File: src/rtl/pipeline_stall_ctrl_pkg.sv
// Shared constants for the pipeline stall/flush sequencer: bypass codes,
// stall-cause encoding, divider FSM states and the per-side hazard helper.
package pipeline_stall_ctrl_pkg;

    localparam logic [2:0] FWD_RF   = 3'b000;
    localparam logic [2:0] FWD_EXE  = 3'b001;
    localparam logic [2:0] FWD_MEM  = 3'b010;
    localparam logic [2:0] FWD_MEM2 = 3'b011;
    localparam logic [2:0] FWD_WB   = 3'b100;

    typedef enum logic [1:0] {
        STALL_NONE = 2'b00,
        STALL_LU   = 2'b01,
        STALL_DIV  = 2'b10,
        STALL_MEM  = 2'b11
    } stall_cause_t;

    localparam logic [1:0] DIV_IDLE = 2'd0;
    localparam logic [1:0] DIV_RUN  = 2'd1;
    localparam logic [1:0] DIV_DONE = 2'd2;

    // A bypass source is hazardous only if it is selected, used, and not yet ready.
    function automatic logic side_hazard(
        input logic       use_reg,
        input logic [2:0] fwd,
        input logic       exe_rdy,
        input logic       mem_rdy,
        input logic       mem2_rdy
    );
        logic haz;
        case (fwd)
            FWD_EXE:        haz = !exe_rdy;
            FWD_MEM:        haz = !mem_rdy;
            FWD_MEM2:       haz = !mem2_rdy;
            FWD_RF, FWD_WB: haz = 1'b0;
            default:        haz = 1'b0;
        endcase
        return use_reg && haz;
    endfunction

endpackage

File: src/rtl/pipeline_stall_ctrl_loaduse_detect.sv
// Load-use hazard detect: ID needs a bypassed operand whose producer has no
// data yet.
module pipeline_stall_ctrl_loaduse_detect
    import pipeline_stall_ctrl_pkg::*;
(
    input  logic [2:0] fwd_a,
    input  logic [2:0] fwd_b,
    input  logic       use_rs,
    input  logic       use_rt,
    input  logic       exe_rdy,
    input  logic       mem_rdy,
    input  logic       mem2_rdy,
    output logic       lu_c
);

    logic haz_a_c;
    logic haz_b_c;

    assign haz_a_c = side_hazard(use_rs, fwd_a, exe_rdy, mem_rdy, mem2_rdy);
    assign haz_b_c = side_hazard(use_rt, fwd_b, exe_rdy, mem_rdy, mem2_rdy);
    assign lu_c    = haz_a_c | haz_b_c;

endmodule

File: src/rtl/pipeline_stall_ctrl.sv
// Central stall/flush sequencer for the IF/ID/EXE/MEM/MEM2/WB pipeline,
// including the multi-cycle divider sequencing FSM.
module pipeline_stall_ctrl
    import pipeline_stall_ctrl_pkg::*;
#(
    parameter int unsigned DIV_LAT = 32,
    parameter int unsigned CNT_W   = 6
) (
    input  logic       clk,
    input  logic       rst,
    input  logic [2:0] ID_ForwardA,
    input  logic [2:0] ID_ForwardB,
    input  logic       ID_UseRs,
    input  logic       ID_UseRt,
    input  logic       EXE_DataRdy,
    input  logic       MEM_DataRdy,
    input  logic       MEM2_DataRdy,
    input  logic       EXE_IsDiv,
    input  logic       ICache_Busy,
    input  logic       DCache_Busy,
    input  logic       EXE_BranchFlush,
    input  logic       WB_ExcFlush,
    output logic       PC_Wr,
    output logic       IF_ID_Wr,
    output logic       ID_EXE_Wr,
    output logic       EXE_MEM_Wr,
    output logic       MEM_MEM2_Wr,
    output logic       MEM2_WB_Wr,
    output logic       IF_ID_Flush,
    output logic       ID_EXE_Flush,
    output logic       EXE_MEM_Flush,
    output logic       MEM_MEM2_Flush,
    output logic       MEM2_WB_Flush,
    output logic       Div_Start,
    output logic [1:0] Stall_Cause
);

    logic [1:0]       state;
    logic [1:0]       state_nxt;
    logic [CNT_W-1:0] cnt;
    logic [CNT_W-1:0] cnt_nxt;
    logic             lu_c;
    logic             div_start_c;
    logic             div_stall_c;
    stall_cause_t     cause;

    pipeline_stall_ctrl_loaduse_detect u_lu (
        .fwd_a    (ID_ForwardA),
        .fwd_b    (ID_ForwardB),
        .use_rs   (ID_UseRs),
        .use_rt   (ID_UseRt),
        .exe_rdy  (EXE_DataRdy),
        .mem_rdy  (MEM_DataRdy),
        .mem2_rdy (MEM2_DataRdy),
        .lu_c     (lu_c)
    );

    // A divide may only launch from IDLE and never while the D-cache freezes EXE.
    assign div_start_c = !rst && !WB_ExcFlush && !DCache_Busy && EXE_IsDiv
                         && (state == DIV_IDLE);
    assign div_stall_c = div_start_c || (state == DIV_RUN);

    always_ff @(posedge clk) begin
        if (rst) begin
            state <= DIV_IDLE;
            cnt   <= '0;
        end else begin
            state <= state_nxt;
            cnt   <= cnt_nxt;
        end
    end

    // Divider next state plus all pipeline-control decisions, in priority order.
    always_comb begin
        state_nxt      = state;
        cnt_nxt        = cnt;
        PC_Wr          = 1'b1;
        IF_ID_Wr       = 1'b1;
        ID_EXE_Wr      = 1'b1;
        EXE_MEM_Wr     = 1'b1;
        MEM_MEM2_Wr    = 1'b1;
        MEM2_WB_Wr     = 1'b1;
        IF_ID_Flush    = 1'b0;
        ID_EXE_Flush   = 1'b0;
        EXE_MEM_Flush  = 1'b0;
        MEM_MEM2_Flush = 1'b0;
        MEM2_WB_Flush  = 1'b0;
        Div_Start      = 1'b0;
        cause          = STALL_NONE;

        if (WB_ExcFlush) begin
            state_nxt = DIV_IDLE;
            cnt_nxt   = '0;
        end else begin
            case (state)
                DIV_IDLE: begin
                    if (div_start_c) begin
                        state_nxt = DIV_RUN;
                        cnt_nxt   = CNT_W'(DIV_LAT);
                    end
                end
                // Counter keeps running under a D-cache freeze.
                DIV_RUN: begin
                    cnt_nxt = cnt - CNT_W'(1);
                    if (cnt == CNT_W'(1)) begin
                        state_nxt = DIV_DONE;
                    end
                end
                DIV_DONE: state_nxt = DIV_IDLE;
                default: begin
                    state_nxt = DIV_IDLE;
                    cnt_nxt   = '0;
                end
            endcase
        end

        if (rst) begin
            PC_Wr          = 1'b0;
            IF_ID_Wr       = 1'b0;
            ID_EXE_Wr      = 1'b0;
            EXE_MEM_Wr     = 1'b0;
            MEM_MEM2_Wr    = 1'b0;
            MEM2_WB_Wr     = 1'b0;
            IF_ID_Flush    = 1'b1;
            ID_EXE_Flush   = 1'b1;
            EXE_MEM_Flush  = 1'b1;
            MEM_MEM2_Flush = 1'b1;
            MEM2_WB_Flush  = 1'b1;
        end else if (WB_ExcFlush) begin
            PC_Wr          = 1'b1;
            IF_ID_Flush    = 1'b1;
            ID_EXE_Flush   = 1'b1;
            EXE_MEM_Flush  = 1'b1;
            MEM_MEM2_Flush = 1'b1;
            MEM2_WB_Flush  = 1'b1;
        end else if (DCache_Busy) begin
            PC_Wr       = 1'b0;
            IF_ID_Wr    = 1'b0;
            ID_EXE_Wr   = 1'b0;
            EXE_MEM_Wr  = 1'b0;
            MEM_MEM2_Wr = 1'b0;
            MEM2_WB_Wr  = 1'b0;
            cause       = STALL_MEM;
        end else if (div_stall_c) begin
            PC_Wr         = 1'b0;
            IF_ID_Wr      = 1'b0;
            ID_EXE_Wr     = 1'b0;
            EXE_MEM_Wr    = 1'b0;
            EXE_MEM_Flush = 1'b1;
            Div_Start     = div_start_c;
            cause         = STALL_DIV;
        end else begin
            if (lu_c) begin
                PC_Wr        = 1'b0;
                IF_ID_Wr     = 1'b0;
                ID_EXE_Flush = 1'b1;
                cause        = STALL_LU;
            end
            if (ICache_Busy) begin
                PC_Wr = 1'b0;
                if (!lu_c) begin
                    IF_ID_Flush = 1'b1;
                    cause       = STALL_MEM;
                end
            end
            // Redirect wins for the PC; a held ID keeps its delay slot.
            if (EXE_BranchFlush) begin
                PC_Wr = 1'b1;
                if (!lu_c) begin
                    IF_ID_Flush = 1'b1;
                end
            end
        end

        Stall_Cause = cause;
    end

endmodule

File: config.mk
export PLATFORM = sky130hd
export DESIGN_NAME = pipeline_stall_ctrl
export DESIGN_NICKNAME = d
export VERILOG_FILES = /design/src/rtl/pipeline_stall_ctrl_pkg.sv /design/src/rtl/pipeline_stall_ctrl_loaduse_detect.sv /design/src/rtl/pipeline_stall_ctrl.sv
export SDC_FILE = /design/constraint.sdc
export NUM_CORES = 1
export LEC_CHECK = 0
export BUFFER_PORTS_ARGS = -buffer_cell sky130_fd_sc_hd__buf_2
export CAP_MARGIN = 15
export CORE_AREA = 2 2 44 46
export DETAILED_ROUTE_END_ITERATION = 8
export DIE_AREA = 0 0 46 48
export PLACE_DENSITY = 0.7
export SYNTH_ARGS = -nofsm -noshare
export SYNTH_HDL_FRONTEND = slang
export SYNTH_SLANG_ARGS = --single-unit
File: constraint.sdc
create_clock -name clk -period 1.4 [get_ports clk]
set_input_delay 0.28 -clock clk [delete_from_list [all_inputs] [get_ports clk]]
set_output_delay 0.28 -clock clk [all_outputs]
set_load 0.02 [all_outputs]
==> run_results.csv <==
group,metric,value,unit
status,status,"finished with violations",
status,violations,"negative setup slack",
setup_path,setup.worst_path.end_class,"output port",
sta,fmax,0.561,GHz
synth,synth_top_cell_by_area,"dfxtp_1",
synth,async_reset_ff_share,0,%
worst_hold_path,hold_start,"cnt[4]",
sta,final.period_utilization,127,%
setup_path,worstPathArrival,1.50,ns
synth,syn_inst,86,
clocking,clkTransAtPathRegs,0.05,ns
global_routing,antenna_found_initial,0,
synth,yosysTopAreaCellShare,24.8,%
route,vias,786,
synth,ys_ff_latch,8,
route,first_pass_iters,4,
pwr,p_leak,0.494,nW
setup_path,required,1.12,ns
cells_and_area,drive_gt1_share,54.5,%
route,final_antenna_net_count,0,
clocking,cts_buffer_depth,2,
clocking,cts.sinks,8,
pwr,clockPowerShare,24.2,%
sta,rsz0062_at_grt,"true",
setup_path,crit_type,"reg2out",
cells_and_area,antenna_cells,0,
clocking,root_buffer,"clkbuf_4",
synth,avgSynthCellArea,7.52,µm²
setup_path,critPathLaunchType,"flop",
worst_hold_path,hold-path-cell-count,2,
synth,yosys_warnings,0,
pwr,power.total,0.730,mW
pwr,swShare,33.8,%
global_routing,track_usage,19.9,%
sta,fin_worst_skew,0.00112,ns
sta,max_slew_margin,77.8,%
synth,yosys-top-cells-count,"nor2_1, a21oi_1, dfxtp_1, nand2_1, inv_1",
sta,fin_ws,-0.384,ns
sta,tns,-2.19,ns
pwr,p_switching,0.246,mW
placement,hpwl,1.55,mm
cells_and_area,fillCellCount,133,
pwr,seqPwrFrac,32.7,%
placement,dp.cells,143,
synth,synth_most_common_cell,"nor2_1",
floorplan,core_area,0.00169,mm²
clocking,htreeDepth,1,
route,drt_iter0_drc,9,
setup_path,critPathMaxFanout,4,
cells_and_area,area_delta_synth_final,79.1,%
global_routing,grt_pass1_wl,3.12,mm
worst_hold_path,hold_class,"reg2reg",
setup_path,reg2reg_to,"cnt[5]",
synth,synthesis.area,647,µm²
setup_path,reg2reg_from,"state[0]",
route,wl,1.99,mm
sta,tightest_slew,0.332,ns
route,post_drt_wl_per_cell,13.4,µm
global_routing,gr-total-overflow,0,
synth,ys_types,33,
clocking,cts_tree,"done",
setup_path,crit_chain,"o31a_4, buf_12, o41ai_4, buf_4",
synth,ys_seq_area_share,24.8,%
pwr,ir_drop,0.452,mV
placement,routabilityCongestion,0.805,
sta,min_period,1.78,ns
global_routing,grt_max_degree,8,
cells_and_area,register_area,161,µm²
global_routing,grt_pass1_vias,730,
synth,synth.area.top_cells,"dfxtp_1, nor2_1, a21oi_1, buf_4, ha_1",
sta,report.final.slew_viol_count,0,
floorplan,rows,15,
floorplan,fp.dieH,48,µm
placement,io_buffers,31,
route,drcViolationCount,0,
setup_path,cp_slowest_cell,"o31a_4",
cells_and_area,fin_area,0.00116,mm²
sta,setup_viol,8,
pwr,powerDensity,630,mW/mm²
clocking,clkLatencyLatePin,0.25,ns
setup_path,worst_r2r_path_depth,4,
sta,holdWs,0.503,ns
cells_and_area,fin_nets,154,
clocking,cts_made_buffers,3,
floorplan,ios,32,
setup_path,crit_start,"state[0]",
synth,synth_edf_count,0,
sta,finalHoldViolCount,0,
floorplan,die-area,0.00221,mm²
setup_path,reg2reg_slack,0.13,ns
setup_path,cpPeakStageDelay,0.37,ns
synth,synth_ff_type,"dfxtp_1",
floorplan,start_util,38.3,%
placement,place_area,985,µm²
flow_run,maxCapViolCount,0,
worst_hold_path,hold_end,"cnt[4]",
pwr,p_int,0.483,mW
cells_and_area,fin_cells,149,
synth,synth_nets,106,
pwr,power_frac_comb,43.1,%
route,viasPerCell,5.28,
floorplan,die_x,46,µm
cells_and_area,multiInputGateArea,574,µm²
## cells in the final DEF (no fill, tap or decap), drive strengths merged, types with 2 or more instances in the layout
cell and instances:
o31ai 2, o21ai 7, buf 47, nor2 14, nand2 6, nor3 4, nor2b 2, clkbuf 3
nand2b 4, dfxtp 8, ha 2, o31a 2, inv 6, a21oi 10
## final cells by class
class	instances	share of cell area (%)
Timing Repair Buffer	47	30.8
Clock buffer	3	1.94
Multi-Input combinational cell	68	49.6
Sequential cell	8	13.9
Tap cell	17	1.84
Inverter	6	1.94
## cells by family after synthesis
group / synth area share (%)
buf+inv: 8.12
simple gates: 32.1
fa+ha+maj: 3.87
flops: 24.8
compound gates: 31.1
## registers in the layout, indices dropped and copies added, names as in the netlist
signal,count
cnt,6
state,2
## worst max path at each step
stage                     end  slack, ns  depth (start not counted)
floorplan           ID_EXE_Wr      -0.08                          5
detailed placement      PC_Wr      -0.36                          6
global placement        PC_Wr      -0.28                          6
CTS                     PC_Wr      -0.37                          4
finish                  PC_Wr      -0.38                          4
global route            PC_Wr      -0.44                          4
## what timing repair did
action,4_1_cts,5_1_grt
setup buffers,0,4
gates resized for setup,21,15
hold buffers,0,0
setup endpoints to repair,10,12
pin swaps,3,6
## power by group through the flow
stage / Clock, mW / Sequential, mW / Combinational [mW]
3_3_place_gp: 0 / 0.243 / 0.253
5_1_grt: 0.200 / 0.239 / 0.337
2_1_floorplan: 0 / 0.243 / 0.162
3_5_place_dp: 0 / 0.243 / 0.259
6_report: 0.177 / 0.238 / 0.315
4_1_cts: 0.184 / 0.238 / 0.289
## per-stage QoR
stage / util [%] / setup slack [ns]
2_1_floorplan: - / -0.0773
3_3_place_gp: 58.3 / -0.283
3_5_place_dp: 58.3 / -0.358
4_1_cts: 63.9 / -0.369
5_1_grt: 68.6 / -0.442
6_report: 68.6 / -0.384
## per-layer routing
| layer | GRT usage, % | wire [µm] | vias to the layer above |
|---|---|---|---|
| li1 | - | - | 402 |
| met1 | 24.4 | 847 | 358 |
| met2 | 32.2 | 1050 | 22 |
| met3 | 7.17 | 69 | 4 |
| met4 | 6.86 | 25 | 0 |
| met5 | 0 | 0 | - |
## worst max-delay path: cells and delay by family (launching register included)
family	cells	cell delay [ns]
buffers and inverters	2	0.34
AOI/OAI and AO/OA	2	0.59
DFF	1	0.32
Power figures use the tool's default switching activity.
